<file path="config.mk">
export PLATFORM = sky130hd
export DESIGN_NAME = pc_sequencer
export DESIGN_NICKNAME = d
export VERILOG_FILES = /design/src/rtl/pc_pkg.sv /design/src/rtl/pc_ras.sv /design/src/rtl/pc_sequencer.sv
export SDC_FILE = /design/constraint.sdc
export NUM_CORES = 1
export LEC_CHECK = 0
export ABC_AREA = 0
export ABC_CLOCK_PERIOD_IN_PS = 5900
export BUFFER_PORTS_ARGS = -buffer_cell sky130_fd_sc_hd__buf_2
export CORE_MARGIN = 2
export CORE_UTILIZATION = 44
export DETAILED_ROUTE_END_ITERATION = 12
export PLACE_DENSITY = 0.85
export SYNTH_ARGS = -nofsm -noshare
export SYNTH_HDL_FRONTEND = slang
export SYNTH_SLANG_ARGS = --single-unit
</file>
<file path="constraint.sdc">
create_clock -name clk -period 5.9 [get_ports clk]
set_clock_uncertainty 0.1 [all_clocks]
set_input_delay 0.59 -clock clk [delete_from_list [all_inputs] [get_ports clk]]
set_output_delay 0.59 -clock clk [all_outputs]
set_load 0.02 [all_outputs]
</file>
<file path="src/rtl/pc_pkg.sv">
// Shared constants, next-PC source encoding and alignment helper for the PC sequencer.
package pc_pkg;

  localparam int                      DEF_WIDTH        = 32;
  localparam int                      DEF_STEP         = 4;
  localparam logic [DEF_WIDTH-1:0]    DEF_RESET_VECTOR = '0;

  typedef enum logic [2:0] {
    SRC_RESET,
    SRC_HOLD,
    SRC_FAULT,
    SRC_RAS,
    SRC_TARGET,
    SRC_SEQ
  } pc_src_e;

  // Number of low address bits that must be zero for a STEP-aligned target.
  function automatic int align_bits(input int step);
    int b;
    b = 0;
    while ((1 << b) < step) b++;
    return b;
  endfunction

endpackage

</file>
<file path="src/rtl/pc_ras.sv">
// Circular return-address stack with saturating count; present only when PC_SEQ_RAS_EN is defined.
`ifdef PC_SEQ_RAS_EN
module pc_ras #(
  parameter int WIDTH = 32,
  parameter int DEPTH = 4
) (
  input  logic             clk,
  input  logic             rst,
  input  logic             push,
  input  logic             pop,
  input  logic             replace,
  input  logic [WIDTH-1:0] din,
  output logic [WIDTH-1:0] top,
  output logic             empty,
  output logic             full
);

  localparam int PW = $clog2(DEPTH);
  localparam int CW = $clog2(DEPTH + 1);

  logic [WIDTH-1:0] mem [DEPTH];
  logic [PW-1:0]    ptr;
  logic [CW-1:0]    count;

  assign top   = mem[ptr];
  assign empty = (count == '0);
  assign full  = (count == CW'(DEPTH));

  // A push when full lands on the oldest slot, so overflow discards the oldest entry.
  always_ff @(posedge clk) begin
    if (rst) begin
      ptr   <= '0;
      count <= '0;
    end else if (push) begin
      ptr <= ptr + PW'(1);
      if (!full) count <= count + CW'(1);
    end else if (pop && !empty) begin
      ptr   <= ptr - PW'(1);
      count <= count - CW'(1);
    end
  end

  always_ff @(posedge clk) begin
    if (push) begin
      mem[ptr + PW'(1)] <= din;
    end else if (replace) begin
      mem[ptr] <= din;
    end
  end

endmodule
`endif

</file>
<file path="src/rtl/pc_sequencer.sv">
// Fetch program counter with stall, redirect, call/return and sticky misalignment fault.
// Optional return-address stack enabled by defining PC_SEQ_RAS_EN.
module pc_sequencer
  import pc_pkg::*;
#(
  parameter int               WIDTH        = DEF_WIDTH,
  parameter int               STEP         = DEF_STEP,
  parameter logic [WIDTH-1:0] RESET_VECTOR = WIDTH'(DEF_RESET_VECTOR),
  parameter int               RAS_DEPTH    = 4
) (
  input  logic             clk,
  input  logic             rst,
  input  logic             stall,
  input  logic             redirect,
  input  logic             call,
  input  logic             ret,
  input  logic [WIDTH-1:0] target,
  output logic [WIDTH-1:0] pc,
  output logic [WIDTH-1:0] pc_next_seq,
  output logic             fault,
  output logic             ras_empty
);

  localparam int               ABITS      = align_bits(STEP);
  localparam logic [WIDTH-1:0] ALIGN_MASK = WIDTH'((64'(1) << ABITS) - 64'(1));

  pc_src_e          src;
  logic [WIDTH-1:0] ras_top;
  logic             ras_empty_i;
  logic             misaligned;
  logic             advance;

  assign pc_next_seq = pc + WIDTH'(STEP);
  assign ras_empty   = ras_empty_i;

  // A return only consumes target when the stack cannot supply the address.
  assign misaligned = ((target & ALIGN_MASK) != '0) && (redirect || (ret && ras_empty_i));

  always_comb begin
    src = SRC_SEQ;
    if (rst)                    src = SRC_RESET;
    else if (fault)             src = SRC_FAULT;
    else if (stall)             src = SRC_HOLD;
    else if (misaligned)        src = SRC_FAULT;
    else if (ret)               src = ras_empty_i ? SRC_TARGET : SRC_RAS;
    else if (redirect)          src = SRC_TARGET;
  end

  assign advance = (src == SRC_RAS) || (src == SRC_TARGET) || (src == SRC_SEQ);

`ifdef PC_SEQ_RAS_EN
  logic ras_push, ras_pop, ras_replace, ras_full;
  logic unused_full;

  // Tail call swaps the top in place; on an empty stack it degenerates to a push.
  assign ras_push    = advance && redirect && call && (!ret || ras_empty_i);
  assign ras_replace = advance && redirect && call && ret && !ras_empty_i;
  assign ras_pop     = advance && ret && !(redirect && call);
  assign unused_full = ras_full;

  pc_ras #(
    .WIDTH (WIDTH),
    .DEPTH (RAS_DEPTH)
  ) u_ras (
    .clk     (clk),
    .rst     (rst),
    .push    (ras_push),
    .pop     (ras_pop),
    .replace (ras_replace),
    .din     (pc_next_seq),
    .top     (ras_top),
    .empty   (ras_empty_i),
    .full    (ras_full)
  );
`else
  logic unused_call;

  assign ras_top     = '0;
  assign ras_empty_i = 1'b1;
  assign unused_call = call ^ advance ^ RAS_DEPTH[0];
`endif

  always_ff @(posedge clk) begin
    if (rst) begin
      pc    <= RESET_VECTOR;
      fault <= 1'b0;
    end else begin
      case (src)
        SRC_RAS:    pc    <= ras_top;
        SRC_TARGET: pc    <= target;
        SRC_SEQ:    pc    <= pc_next_seq;
        SRC_FAULT:  fault <= 1'b1;
        default:    pc    <= pc;
      endcase
    end
  end

endmodule

</file>
After elaboration in Yosys (flattened, before gate mapping)
Index checks and enable logic that the tools add are counted.

Register bits after elaboration: 33. Bits of input ports: 38. Output and inout port bits: 66. Logic and storage cells: 18.

$add $sub $neg: 1. Equality and inequality tests: 4. Mux-type cells: 7. Reduce and logical (&&, ||, !) cells: 4.

Operators with widths (number): 32-bit one-hot mux with 3 select lines (1); 32-bit by 3-bit adder with 32-bit output, second input constant (1); 32-bit nonzero test (1); 3-bit two-way mux (4); 3-bit by 2-bit == test with 1-bit output, second input constant (2); 3-bit == test, second input constant (2); 3-bit nonzero test (1); 1-bit two-way mux (2); 1-bit logical AND (1); 1-bit logical OR (1).

Longest topological paths before layout
Depth in word-level cells: 8. Gate-level depth with buffers: 8. Depth with buffers taken out: 6.

Least setup slack after synthesis
No wires, ideal clock.

Path kind: register -> output. Start point: reg pc[2]. End point: out pc_next_seq[16]. Path buffers: 0. Data required time: 5210 ps. Arrival: 1946 ps. Path slack: 3264 ps. Stages on the path, launching flop included: 6. Cell sequence: dfxtp_1 -> ha_1 -> nand4_1 -> nor3_1 -> and3_1 -> xor2_1.

Cells in the longest elaborated chain, start to end: 1.

Ends and longest elaborated chain: start: declaration (RTL line pc_sequencer.sv:18) `output logic [WIDTH-1:0] pc,`; start signal: assignment (RTL line pc_sequencer.sv:89) `SRC_RAS: pc <= ras_top;`; start signal: assignment (RTL line pc_sequencer.sv:90) `SRC_TARGET: pc <= target;`; start signal: assignment (RTL line pc_sequencer.sv:91) `SRC_SEQ: pc <= pc_next_seq;`; 32-bit by 3-bit adder with 32-bit output (RTL line pc_sequencer.sv:33) `assign pc_next_seq = pc + WIDTH'(STEP);`; end: declaration (RTL line pc_sequencer.sv:19) `output logic [WIDTH-1:0] pc_next_seq,`.

No other way between the ends.

Worst setup path after layout
Ends and elaborated chain as after synthesis.

==> results.yml <==
yosys:
  yosysSeqAreaShare_pct: 30.1
  synth_top_flop_cell: "dfxtp_1"
  synth_compound_area_share_pct: 26.0
  avgSynthCellArea_um2: 8.17
  synthTopCellsByArea: "dfxtp_1, xnor2_1, a22oi_2, o2bb2ai_1, nand2_1"
  synth.most_common_cell: "dfxtp_1"
  ys_warn_count: 0
  synth_top_family_by_area: "compound AO/OA/AOI/OAI gates"
  synth_fa_ha_area_share_pct: 0.569
  async_flop_share_pct: 0
  synth_nets: 308
  synth_simple_gate_area_share_pct: 24.7
  synth_cells: 269
  ys_types: 46
  yosys-top-cells-count: "dfxtp_1, nand2_1, nor2_1, xnor2_1"
  synth-xor-area-share_pct: 11.2
  synth_top_area_cell: "dfxtp_1"
  yosysTopAreaCellShare_pct: 30.1
  syn-cell-area_um2: 2200
  synth_edf_count: 0
  synth_seq_cells: 33
  synth_mux_area_share_pct: 0.513
routing:
  drtPass1Iterations: 5
  postRouteAntennaNets: 0
  first_iter_violations: 259
  drc_errors: 0
  vias: 2446
  detail_route.vias_per_cell: 5.76
  drt-wirelength-per-cell_um: 15.5
  wirelength_mm: 6.57
timing:
  whs_ns: 0.382
  finalMaxSlewViolations: 0
  setup_viol: 0
  min_period_ns: 3.32
  worst_slew_margin_rel_pct: 34.2
  finalHoldViolations: 0
  finalCritPeriodShare_pct: 56.2
  worstMarginPinSlew_ns: 0.980
  tns_ns: 0
  max_freq_mhz: 301
  rsz0062_at_grt: "no"
clocking:
  cts_hold_buf: 0
  cts_sinks: 33
  cts_setup_buffers: 0
  clkLatencyLatePin_ns: 0.28
  cts_buffer_depth: 2
  path_clk_slew_ns: 0.06
  cts_max_level: 2
  ctsResizeCount: 0
  cts_tree: "done"
  root_buffer: "clkbuf_8"
  numCtsBuffers: 5
finish:
  final_cells: 425
  drive_gt1_share_pct: 35.8
  post-route-util_pct: 58.2
  fill_cells: 465
  regArea_um2: 661
  multi_input_area_um2: 1390
  fin_nets: 397
  area_growth_pct: 26.0
  n_antenna_cell: 0
worst_setup_path:
  cp_max_fo: 7
  timing.critical_path.buf_inv: 1
  end_kind: "output port"
  arrival_ns: 2.63
  worst_path_max_delay_cell: "nor3_1"
  rrSetupSlack_ns: 3.45
  crit_required_ns: 5.21
  start_kind: "register"
  cpPeakStageDelay_ns: 0.78
  path_class: "register to output port"
  cp_cell_sequence: "ha_1 > nand4_1 > nor3_1 > and3_1 > xor2_1 > buf_2"
  crit_family: "simple AND/OR/NAND/NOR gates"
job:
  max_cap_violations: 0
placed_design:
  io_buffer_count: 101
  dp.cells: 418
  place_hpwl_mm: 4.81
  gp_congestion: 0.839
global_routing:
  groute.usage.overall_pct: 23.0
  antenna_found_initial: 0
  grt-ovfl-total: 0
  grt_pass1_wl_mm: 9.86
  grt_pass1_vias: 2026
  grt_max_degree: 35
floorplanning:
  io_pins: 104
  fp.dieArea_um2: 5570
  num_rows: 25
  core_um2: 4750
  initial_utilization_pct: 46.2
  chipWidth_um: 74.7
  die_h_um: 74.7
power_and_ir_drop:
  p_total_mw: 0.491
  p_leak_nw: 1.19
  max-vdd-ir-drop_mv: 0.0988
  powerDensity_nw_per_um2: 177
run_status:
  outcome: "finished clean"
worst_hold_path:
  min_path_type: "register to register"
==> registers in the layout, summed over array words and instances, names as in the netlist <==
name,flops
pc,32
fault,1
==> through the flow <==
step / worst slack, ns / area [µm²]
6_report: 2.58 / 2770
2_1_floorplan: 3.26 / 2200
3_3_place_gp: 3.02 / 2680
5_1_grt: 2.47 / 2770
4_1_cts: 2.66 / 2770
3_5_place_dp: 2.97 / 2680
==> power by group <==
group / total [mW] / leakage [nW] / internal [mW] / switching [mW]
clock: 0.175 / 0.0443 / 0.0926 / 0.0821
sequential: 0.239 / 0.267 / 0.229 / 0.0101
combinational: 0.0776 / 0.883 / 0.0297 / 0.0479
==> cells by family after synthesis <==
group | Yosys count
AO/OA/AOI/OAI | 75
XOR/XNOR | 28
adder cells (fa/ha/maj) | 1
buffers and inverters | 29
flip-flops | 33
multiplexers | 1
other | 1
AND/OR/NAND/NOR | 101
==> metal layers <==
layer	wire, µm	GRT usage [%]	vias to the layer above
li1	-	-	1173
met1	2750	31.3	1141
met2	3230	37.8	116
met3	466	3.48	16
met4	121	7.14	0
met5	0	0	-
==> final timing paths <==
check | from | endpoint | cells after the start
worst min-delay path | pc[1]$_SDFFE_PP0P_ | pc[1]$_SDFFE_PP0P_ | 1
worst min register to register | pc[1]$_SDFFE_PP0P_ | pc[1]$_SDFFE_PP0P_ | 1
worst max register to register | pc[2]$_SDFFE_PP0P_ | pc[18]$_SDFFE_PP0P_ | 5
worst max-delay path | pc[2]$_SDFFE_PP0P_ | pc_next_seq[16] | 6
==> cell usage in the layout (no fill, tap or decap), types with 2 or more instances in the layout <==
cell type,Yosys,routed
xor2_1,9,9
nand3_1,12,12
o31ai_1,2,2
a311oi_1,2,2
or2_2,4,4
nor2_1,19,19
nor3b_1,4,4
clkbuf_8,0,6
o22ai_1,6,6
nand4_1,14,14
a22oi_2,10,10
nor3_1,5,5
a31oi_1,2,2
o21ai_0,9,9
a211oi_1,5,5
dfxtp_1,33,33
buf_2,8,101
a21o_1,2,2
inv_1,8,8
xnor2_1,19,19
buf_4,4,2
nand2_1,26,26
nor4_1,4,4
and2_1,4,4
a21oi_1,14,14
o2bb2ai_1,12,12
a22oi_1,5,5
==> layout make-up <==
type	count	share of cell area, %
multi-input combinational	207	50.1
sequential	33	23.9
timing repair buffer	103	18.8
clock buffer	7	3.12
tap	67	3.03
inverter	8	1.08
No activity file was read; power rests on OpenSTA's default activity.
